`src/rtl/ldpc_flood_sched_pkg.sv`:
```
// Shared constants and state encoding for the flooding-schedule LDPC decoder sequencer.
package ldpc_flood_sched_pkg;

  localparam int unsigned code_n            = 204;
  localparam int unsigned code_m            = 102;
  localparam int unsigned code_log2n        = 8;
  localparam int unsigned code_log2m        = 7;
  localparam int unsigned code_max_iter     = 30;
  localparam int unsigned code_log2max_iter = 5;

  localparam int unsigned msg_int_w  = 4;
  localparam int unsigned msg_frac_w = 2;
  localparam int unsigned msg_w      = msg_int_w + msg_frac_w;

  typedef enum logic [2:0] {
    IDLE     = 3'd0,
    LOAD     = 3'd1,
    CN       = 3'd2,
    CN_DRAIN = 3'd3,
    VN       = 3'd4,
    VN_DRAIN = 3'd5,
    FIN      = 3'd6
  } state_e;

  function automatic logic in_cn_phase(state_e s);
    return (s == CN) || (s == CN_DRAIN);
  endfunction

  function automatic logic in_vn_phase(state_e s);
    return (s == VN) || (s == VN_DRAIN);
  endfunction

endpackage

```
`src/rtl/ldpc_flood_sched_if.sv`:
```
// Control bundle between the LDPC sequencer (master) and the decoder datapath (slave).
interface ldpc_flood_sched_if
  import ldpc_flood_sched_pkg::*;
#(
  parameter int unsigned log2n        = code_log2n,
  parameter int unsigned log2m        = code_log2m,
  parameter int unsigned log2max_iter = code_log2max_iter
);

  logic                    start;
  logic                    stall;
  logic                    busy;
  logic [log2n-1:0]        v_rd_addr;
  logic [log2m-1:0]        c_rd_addr;
  logic                    v_wr;
  logic [log2n-1:0]        v_wr_addr;
  logic                    c_wr;
  logic [log2m-1:0]        c_wr_addr;
  logic                    llr_sel;
  logic                    syn_in;
  logic                    done;
  logic                    success;
  logic [log2max_iter-1:0] iterations;

  modport master (
    input  start, stall, syn_in,
    output busy, v_rd_addr, c_rd_addr, v_wr, v_wr_addr, c_wr, c_wr_addr,
    output llr_sel, done, success, iterations
  );

  modport slave (
    output start, stall, syn_in,
    input  busy, v_rd_addr, c_rd_addr, v_wr, v_wr_addr, c_wr, c_wr_addr,
    input  llr_sel, done, success, iterations
  );

endinterface

```
`src/rtl/ldpc_flood_sched_wb_pipe.sv`:
```
// Valid+address delay line matching the BRAM read latency; the whole line freezes on stall.
module ldpc_flood_sched_wb_pipe #(
  parameter int unsigned depth  = 2,
  parameter int unsigned addr_w = 8
) (
  input  logic              clk,
  input  logic              rst_n,
  input  logic              stall,
  input  logic              in_valid,
  input  logic [addr_w-1:0] in_addr,
  output logic              out_valid,
  output logic [addr_w-1:0] out_addr,
  output logic              pending
);

  logic [depth-1:0]             valid_q;
  logic [depth-1:0][addr_w-1:0] addr_q;

  always_ff @(posedge clk or negedge rst_n) begin
    if (!rst_n) begin
      valid_q <= '0;
      addr_q  <= '0;
    end else if (!stall) begin
      valid_q[0] <= in_valid;
      addr_q[0]  <= in_addr;
      for (int unsigned i = 1; i < depth; i++) begin
        valid_q[i] <= valid_q[i-1];
        addr_q[i]  <= addr_q[i-1];
      end
    end
  end

  assign out_valid = valid_q[depth-1];
  assign out_addr  = addr_q[depth-1];

  // Entries still in flight behind the exit stage; clear means the exit is the last one.
  always_comb begin
    pending = 1'b0;
    for (int unsigned i = 0; i + 1 < depth; i++) begin
      pending = pending | valid_q[i];
    end
  end

endmodule

```
`src/rtl/ldpc_flood_sched.sv`:
```
// Flooding-schedule LDPC sequencer: LLR load, CN pass with syndrome check, VN pass, iterate.
module ldpc_flood_sched
  import ldpc_flood_sched_pkg::*;
#(
  parameter int unsigned n            = code_n,
  parameter int unsigned m            = code_m,
  parameter int unsigned log2n        = code_log2n,
  parameter int unsigned log2m        = code_log2m,
  parameter int unsigned max_iter     = code_max_iter,
  parameter int unsigned log2max_iter = code_log2max_iter,
  parameter int unsigned READ_LAT     = 2
) (
  input logic               clk,
  input logic               rst_n,
  ldpc_flood_sched_if.master bus
);

  state_e                  state_q;
  logic [log2n-1:0]        load_cnt_q;
  logic [log2n-1:0]        v_rd_addr_q;
  logic [log2m-1:0]        c_rd_addr_q;
  logic [log2max_iter-1:0] iter_q;
  logic                    busy_q;
  logic                    done_q;
  logic                    success_q;
  logic                    syn_acc_q;

  logic             issue_valid;
  logic [log2n-1:0] issue_addr;
  logic             wb_valid;
  logic [log2n-1:0] wb_addr;
  logic             wb_pending;
  logic             wb_fire;
  logic             c_wr;
  logic             v_wr;
  logic             load_wr;
  logic             drain_done;
  logic             syn_now;

  // CN and VN share the pipe; they never overlap because each pass drains before the next.
  assign issue_valid = (state_q == CN) || (state_q == VN);
  assign issue_addr  = (state_q == CN) ? log2n'(c_rd_addr_q) : v_rd_addr_q;

  ldpc_flood_sched_wb_pipe #(
    .depth  (READ_LAT),
    .addr_w (log2n)
  ) u_wb_pipe (
    .clk       (clk),
    .rst_n     (rst_n),
    .stall     (bus.stall),
    .in_valid  (issue_valid),
    .in_addr   (issue_addr),
    .out_valid (wb_valid),
    .out_addr  (wb_addr),
    .pending   (wb_pending)
  );

  assign wb_fire    = wb_valid && !bus.stall;
  assign load_wr    = (state_q == LOAD) && !bus.stall;
  assign c_wr       = wb_fire && in_cn_phase(state_q);
  assign v_wr       = load_wr || (wb_fire && in_vn_phase(state_q));
  assign drain_done = !bus.stall && !wb_pending;
  // Include the row written this cycle so the drain decision sees the final syndrome bit.
  assign syn_now    = syn_acc_q || (c_wr && bus.syn_in);

  always_ff @(posedge clk or negedge rst_n) begin
    if (!rst_n) begin
      state_q     <= IDLE;
      load_cnt_q  <= '0;
      v_rd_addr_q <= '0;
      c_rd_addr_q <= '0;
      iter_q      <= '0;
      busy_q      <= 1'b0;
      done_q      <= 1'b0;
      success_q   <= 1'b0;
      syn_acc_q   <= 1'b0;
    end else begin
      done_q    <= 1'b0;
      syn_acc_q <= syn_now;
      unique case (state_q)
        IDLE: begin
          if (bus.start) begin
            state_q    <= LOAD;
            busy_q     <= 1'b1;
            success_q  <= 1'b0;
            iter_q     <= '0;
            syn_acc_q  <= 1'b0;
            load_cnt_q <= '0;
          end
        end
        LOAD: begin
          if (!bus.stall) begin
            if (load_cnt_q == log2n'(n - 1)) begin
              state_q     <= CN;
              c_rd_addr_q <= '0;
            end else begin
              load_cnt_q <= load_cnt_q + log2n'(1);
            end
          end
        end
        CN: begin
          if (!bus.stall) begin
            if (c_rd_addr_q == log2m'(m - 1)) begin
              state_q <= CN_DRAIN;
            end else begin
              c_rd_addr_q <= c_rd_addr_q + log2m'(1);
            end
          end
        end
        CN_DRAIN: begin
          if (drain_done) begin
            if (!syn_now) begin
              state_q   <= FIN;
              success_q <= 1'b1;
              done_q    <= 1'b1;
              busy_q    <= 1'b0;
            end else if (iter_q == log2max_iter'(max_iter)) begin
              state_q <= FIN;
              done_q  <= 1'b1;
              busy_q  <= 1'b0;
            end else begin
              state_q     <= VN;
              v_rd_addr_q <= '0;
            end
          end
        end
        VN: begin
          if (!bus.stall) begin
            if (v_rd_addr_q == log2n'(n - 1)) begin
              state_q <= VN_DRAIN;
            end else begin
              v_rd_addr_q <= v_rd_addr_q + log2n'(1);
            end
          end
        end
        VN_DRAIN: begin
          if (drain_done) begin
            state_q     <= CN;
            iter_q      <= iter_q + log2max_iter'(1);
            syn_acc_q   <= 1'b0;
            c_rd_addr_q <= '0;
          end
        end
        FIN: begin
          state_q <= IDLE;
        end
        default: begin
          state_q <= IDLE;
        end
      endcase
    end
  end

  assign bus.busy       = busy_q;
  assign bus.done       = done_q;
  assign bus.success    = success_q;
  assign bus.iterations = iter_q;
  assign bus.v_rd_addr  = v_rd_addr_q;
  assign bus.c_rd_addr  = c_rd_addr_q;
  assign bus.llr_sel    = (state_q == LOAD);
  assign bus.v_wr       = v_wr;
  assign bus.c_wr       = c_wr;
  assign bus.v_wr_addr  = (state_q == LOAD) ? load_cnt_q : wb_addr;
  assign bus.c_wr_addr  = wb_addr[log2m-1:0];

  a_wr_exclusive: assert property (@(posedge clk) disable iff (!rst_n) !(c_wr && v_wr));
  a_done_pulse:   assert property (@(posedge clk) disable iff (!rst_n) done_q |=> !done_q);

endmodule

```
`src/flat_wrapper.sv`:
```
// flat-port wrapper written by rule: the top's interface ports become plain ports
module ldpc_flood_sched_flat import ldpc_flood_sched_pkg::*;
#(
  parameter int unsigned n            = code_n,
  parameter int unsigned m            = code_m,
  parameter int unsigned log2n        = code_log2n,
  parameter int unsigned log2m        = code_log2m,
  parameter int unsigned max_iter     = code_max_iter,
  parameter int unsigned log2max_iter = code_log2max_iter,
  parameter int unsigned READ_LAT     = 2
)
  (clk, rst_n, bus_start, bus_stall, bus_syn_in, bus_busy, bus_v_rd_addr, bus_c_rd_addr, bus_v_wr, bus_v_wr_addr, bus_c_wr, bus_c_wr_addr, bus_llr_sel, bus_done, bus_success, bus_iterations);
  ldpc_flood_sched_if #(.log2n(log2n), .log2m(log2m), .log2max_iter(log2max_iter)) bus_i ();
  input logic clk;
  input logic rst_n;
  input wire logic [$bits(bus_i.start)-1:0] bus_start;
  input wire logic [$bits(bus_i.stall)-1:0] bus_stall;
  input wire logic [$bits(bus_i.syn_in)-1:0] bus_syn_in;
  output wire logic [$bits(bus_i.busy)-1:0] bus_busy;
  output wire logic [$bits(bus_i.v_rd_addr)-1:0] bus_v_rd_addr;
  output wire logic [$bits(bus_i.c_rd_addr)-1:0] bus_c_rd_addr;
  output wire logic [$bits(bus_i.v_wr)-1:0] bus_v_wr;
  output wire logic [$bits(bus_i.v_wr_addr)-1:0] bus_v_wr_addr;
  output wire logic [$bits(bus_i.c_wr)-1:0] bus_c_wr;
  output wire logic [$bits(bus_i.c_wr_addr)-1:0] bus_c_wr_addr;
  output wire logic [$bits(bus_i.llr_sel)-1:0] bus_llr_sel;
  output wire logic [$bits(bus_i.done)-1:0] bus_done;
  output wire logic [$bits(bus_i.success)-1:0] bus_success;
  output wire logic [$bits(bus_i.iterations)-1:0] bus_iterations;
  assign bus_i.start = bus_start;
  assign bus_i.stall = bus_stall;
  assign bus_i.syn_in = bus_syn_in;
  assign bus_busy = bus_i.busy;
  assign bus_v_rd_addr = bus_i.v_rd_addr;
  assign bus_c_rd_addr = bus_i.c_rd_addr;
  assign bus_v_wr = bus_i.v_wr;
  assign bus_v_wr_addr = bus_i.v_wr_addr;
  assign bus_c_wr = bus_i.c_wr;
  assign bus_c_wr_addr = bus_i.c_wr_addr;
  assign bus_llr_sel = bus_i.llr_sel;
  assign bus_done = bus_i.done;
  assign bus_success = bus_i.success;
  assign bus_iterations = bus_i.iterations;
  ldpc_flood_sched #(.n(n), .m(m), .log2n(log2n), .log2m(log2m), .max_iter(max_iter), .log2max_iter(log2max_iter), .READ_LAT(READ_LAT)) u_core (.clk(clk), .rst_n(rst_n), .bus(bus_i));
endmodule
```
`config.mk`:
```
export PLATFORM = sky130hd
export DESIGN_NAME = ldpc_flood_sched_flat
export DESIGN_NICKNAME = d
export VERILOG_FILES = /design/src/rtl/ldpc_flood_sched_pkg.sv /design/src/rtl/ldpc_flood_sched_if.sv /design/src/rtl/ldpc_flood_sched_wb_pipe.sv /design/src/rtl/ldpc_flood_sched.sv /design/src/flat_wrapper.sv
export SDC_FILE = /design/constraint.sdc
export NUM_CORES = 1
export LEC_CHECK = 0
export BUFFER_PORTS_ARGS = -buffer_cell sky130_fd_sc_hd__buf_2
export CORE_UTILIZATION = 50
export DETAILED_ROUTE_END_ITERATION = 8
export PLACE_DENSITY = 0.77
export SYNTH_ARGS = -nofsm -noshare
export SYNTH_HDL_FRONTEND = slang
export SYNTH_HIERARCHICAL = 1
export SYNTH_SLANG_ARGS = --single-unit
```
`constraint.sdc`:
```
create_clock -name clk -period 2.3 [get_ports clk]
set_clock_uncertainty 0.15 [all_clocks]
set_input_delay 0.575 -clock clk [delete_from_list [all_inputs] [get_ports clk]]
set_output_delay 0.575 -clock clk [all_outputs]
set_load 0.05 [all_outputs]
```
; Yosys cells after proc, flatten, opt, wreduce, memory -nomap -nowiden
; Cells that the tools add are included.
[word_totals]
ff_bits = 53
input_bits = 5
out_inout_bits = 41
wordCells = 116
[classes]
add_sub_neg = 4
n_eq_ne = 25
mux = 49
n_reduce_logical = 26
[ops]
columns = op, count
row1 = $mux 8, 10
row2 = $mux 7, 5
row3 = $pmux 8 s2, 2
row4 = $mux 3, 10
row5 = $ne 2x2->1 const B, 11
row6 = $pmux 7 s3, 1
row7 = $pmux 3 s6, 1
row8 = $add 8x1->8 const B, 2
row9 = $eq 8x8->1 const B, 2
row10 = $mux 1, 13
row11 = $reduce_and 4->1, 3
row12 = $reduce_and 6->1, 2
row13 = $mux 5, 2
row14 = $pmux 5 s2, 1
row15 = $reduce_and 9->1, 1
row16 = $ne 2x1->1 const B, 4
row17 = $reduce_bool 2->1, 4
row18 = $add 7x1->7 const B, 1
row19 = $eq 7x7->1 const B, 1
row20 = $eq 3x2->1 const B, 2
row21 = $eq 3x3->1 const B, 2
row22 = $logic_and 1x1->1, 6
row23 = $pmux 1 s2, 3
row24 = $add 5x1->5 const B, 1
row25 = other kinds (9), 14

; Logic depth before layout (Yosys ltp)
[depth]
word_depth = 8
depth_mapped = 7
ltp_nobuf = 6

; Modules after synthesis
; The synthesis kept the hierarchy.
[by_module_without_submodules]
columns = module, instances, cells_per_inst, area_each_um2, seq_area_each_um2
row1 = ldpc_flood_sched, 1, 243, 2222.1, 875.8
row2 = ldpc_flood_sched_wb_pipe, 1, 46, 782.0, 450.4

; Least setup slack after synthesis
; OpenSTA, ideal clock, no wires.
[synth_path]
path_kind = register to output
from = register u_core.state_q[2]
to = output port bus_v_wr_addr[0]
t_arrival_ns = 2.041
required_time_ns = 1.575
setup_slack_ns = -0.466
path_stages_with_launch = 5
path_buffers = 2
path_cell_list = dfrtp_1 buf_2 nor3b_2 clkbuf_1 mux2_2
[synth_via]
elab_chain_cells = 2
[synth_rtl]
columns = item, line_no
row1 = "start, declared", ldpc_flood_sched.sv:18  ; state_e state_q;
row2 = "start signal, assigned", ldpc_flood_sched.sv:68  ; state_q <= IDLE;
row3 = "start signal, assigned", ldpc_flood_sched.sv:83  ; state_q <= LOAD;
row4 = "start signal, assigned", ldpc_flood_sched.sv:94  ; state_q <= CN;
row5 = $eq 3x1->1, -
row6 = net bus_llr_sel, flat_wrapper.sv:26  ; output wire logic [$bits(bus_i.llr_sel)-1:0] bus_llr_sel;
row7 = $mux 8, ldpc_flood_sched.sv:163  ; assign bus.v_wr_addr = (state_q == LOAD) ? load_cnt_q : wb_addr;
row8 = "end, declared", flat_wrapper.sv:23  ; output wire logic [$bits(bus_i.v_wr_addr)-1:0] bus_v_wr_addr;
; The timed path passes the listed nets, and every way through them passes these cells.

; Worst setup path in the final report
[layout_path]
from = register u_core.state_q[2]
to = output port bus_v_wr_addr[1]
[layout_via]
elab_chain_cells = 2
[layout_rtl]
columns = item, line_no
row1 = $eq 3x1->1, ldpc_flood_sched.sv:163
row2 = $mux 8, ldpc_flood_sched.sv:163
; Every way passes these cells.

==> key figures <==
Run status
  • Outcome: finished with violations
  • Failing checks: negative setup slack

Drt
  • Initial DRC Count: 93
  • Routed WL: 6740 um
  • Initial DRT Pass Iterations: 4
  • Vias/cell: 5.73
  • Vias: 2400
  • DR WL/cell: 16.1 um
  • Detail Route Antenna Nets: 0
  • Remaining DRCs: 0

Timing
  • Final worst-path cycle share: 102%
  • Final hold vios: 0
  • Slew HR: 64.5%
  • Least-Margin Pin Slew: 0.525 ns
  • Pins Over Slew Limit: 0
  • Final worst setup slack: -0.0542 ns
  • Tmin final: 2.35 ns
  • RSZ-0062 raised after global routing: yes
  • Max Fclk: 425 MHz
  • Final setup viols: 8

Logic synthesis
  • Post-Syn Instances: 289
  • Post-synth EDFFs: 0
  • Flops & latches, synth: 53
  • XOR/XNOR Fraction of Synth Area: 2.33%
  • Post-synth top area cell: dfrtp_1
  • Ys Warns: 6
  • Main combinational cell family by area after synthesis: simple AND/OR/NAND/NOR gates
  • Mapped cell area: 3000 um2
  • Top-area cell type share of the netlist area: 44.1%
  • Compound-gate portion of the synthesized area: 14.2%
  • Asr flop ratio synth: 100%
  • Ranking of synthesized cells by area: dfrtp_1, mux2_2, mux2_4
  • Sequential area share after synthesis: 44.1%
  • Ys flop type: dfrtp_1
  • Top-count cell post-synth: dfrtp_1
  • Syn Area/Cell: 10.4 um2
  • Synth Area in Simple Gates: 18.2%
  • Mux cell area share after synthesis: 13.1%
  • Post-Synth Adder-Cell Area: 2.50%
  • Synth unique cells: 57
  • Top post-synthesis cells by count: dfrtp_1, nand2_1, nor2_1
  • Mapped Nets: 300

Die
  • Core Rows: 27
  • DIE WIDTH: 79.5 um
  • Starting density of the core: 53.2%
  • Core ar.: 5640 um2
  • Die Ht: 79.5 um
  • Die area: 6320 um2
  • # IOs: 46

Setup path
  • R2R cell count: 6
  • CP Max Fanout: 10
  • Reg2reg setup slack: 0.06 ns
  • Critical path data required time: 1.57 ns
  • Critical R2R Capture: u_core/state_q[1]
  • Crit path launch: u_core/state_q[2]
  • Element type at the critical path end: output pin
  • CP Class: reg -> out
  • Crit path launch type: flip-flop
  • CP endpoint: bus_v_wr_addr[1]
  • WP data arrival: 1.63 ns
  • Worst r2r src: u_core/load_cnt_q[1]

Finish
  • Layout Cells excl Fill: 419
  • Layout cells sized above 1: 36.3%
  • Diodes inserted: 0
  • Final core occ: 63.4%
  • Nets@finish: 357
  • Area Growth Syn to Fin: 19.1%

Placed design
  • Dpl cells: 409
  • IO buf count: 45
  • Placer Congestion: 0.883
  • Setup WS pre-CTS: -0.00623 ns
  • Hpwl dp: 4900 um

Clock tree
  • Max clock buf depth: 2
  • Root buffer cell: clkbuf_8
  • Clock sink count: 53
  • CTS tree: done
  • CTS buffer count: 5
  • H-tree level count: 2
  • Worst-skew pair later-pin latency: 0.31 ns
  • Cts hold-fix bufs: 0
  • Clock-pin slew on the worst setup and hold paths: 0.09 ns

Global route
  • Vias in the first global route: 2269
  • Final global-route overflow total: 0
  • Tot GR Track Use: 23.0%
  • First-pass GRT wire length: 11200 um
  • Largest net degree at the start of global routing: 40
  • Initial antenna violation count: 0

Power
  • PD cells: 1150 nW/um2
  • Max VDD drop: 738 uV
  • P_leak: 1.72 nW

Min path
  • Hold Path Class: in -> async

Run
  • Number of max-cap violations: 0
[critical path, stage by stage, from the launching register on]
cell and delay, ns:
dfrtp_1 0.42, nor3b_2 0.22, buf_6 0.17, mux2_2 0.36, buf_6 0.16
[layout by cell type (no fill, tap or decap), types with 2 or more instances in the layout]
cell      instances
dfrtp_1          51
buf_2            37
nand2_1          37
buf_4            26
nor2_1           21
mux2_2           18
mux2_4           11
a21oi_1          10
buf_6             9
nand3_1           8
clkbuf_8          7
o21ai_0           7
inv_1             6
nand4_1           6
a211oi_1          6
o21ai_1           5
xnor2_1           5
ha_1              5
o21a_1            4
nor3b_2           3
mux2i_1           3
a41oi_1           3
nor4_1            3
and3_1            3
nand2b_1          3
o31ai_1           3
a31oi_1           3
xor2_1            3
or3b_1            2
a21oi_2           2
nand3b_1          2
nor2b_1           2
and2_1            2
and4_1            2
nor3_1            2
a221o_1           2
dfrtp_2           2
[how the worst min path moves through the flow]
stage / to / from / cells after the start
after floorplan: u_core/bus.busy / rst_n / 0
after global placement: u_core/bus.busy / u_core/bus.busy / 2
after detailed placement: u_core/bus.busy / u_core/bus.busy / 2
after CTS: u_core/bus.done / rst_n / 1
after global routing: u_core/bus.done / rst_n / 1
final: u_core/bus.iterations[1] / rst_n / 1
[where the power goes]
part | switching [mW] | leakage (nW) | internal [mW]
combinational | 1.35 | 0.957 | 0.822
clock | 0.296 | 0.0542 | 0.272
sequential | 0.205 | 0.713 | 1.15
total | 1.85 | 1.72 | 2.25
[timing repair]
item                       4_1_cts  5_1_grt
resized for setup               17        4
setup buffers                    2        0
setup endpoints to repair        8       14
pin swaps                        0        1
[sequential cells by signal, summed over array words and instances, names as in the netlist, 2 cells and up]
| signal | cells |
|---|---|
| u_core/bus.v_rd_addr | 8 |
| u_core/load_cnt_q | 8 |
| u_core/u_wb_pipe/addr_q | 8 |
| u_core/u_wb_pipe/out_addr | 8 |
| u_core/bus.c_rd_addr | 7 |
| u_core/bus.iterations | 5 |
| u_core/state_q | 3 |
| u_core/u_wb_pipe/valid_q | 2 |
[stage by stage]
stage | total power [mW] | setup TNS, ns | instance area, um2 | hold WS [ns]
after detailed placement | 3.45 | -0.00623 | 3390 | 0.342
after global placement | 3.39 | 0 | 3390 | 0.332
after CTS | 4.09 | -0.282 | 3560 | 0.0209
after floorplan | 2.89 | 0 | 3020 | 0.129
final | 4.10 | -0.326 | 3580 | 0.0244
after global routing | 4.34 | -0.959 | 3580 | 0.0327
[cell type report]
cell class                 count  area, um2
clock buffer                   7       96.3
clock inverter                 1       5.00
fill                         448       2060
inverter                       6       22.5
multi-input combinational    207       1530
sequential                    53       1330
tap                           72       90.1
timing repair buffer          73        502
[kinds of logic after synthesis]
group	after synthesis
AOI/OAI and AO/OA	57
xor gates and xnor gates	8
adders and majority gates	6
buffers and inverters	29
DFF	53
muxes	32
and+or+nand+nor	104
[routing by layer]
metal	GRT usage (%)	vias up	part of all wire, %
met4	6.36	0	1.4
met2	35.8	64	47
met3	5.14	9	5.1
met5	0	-	0
met1	32.1	1179	46
li1	-	1148	-
Power figures use the tool's default switching activity.
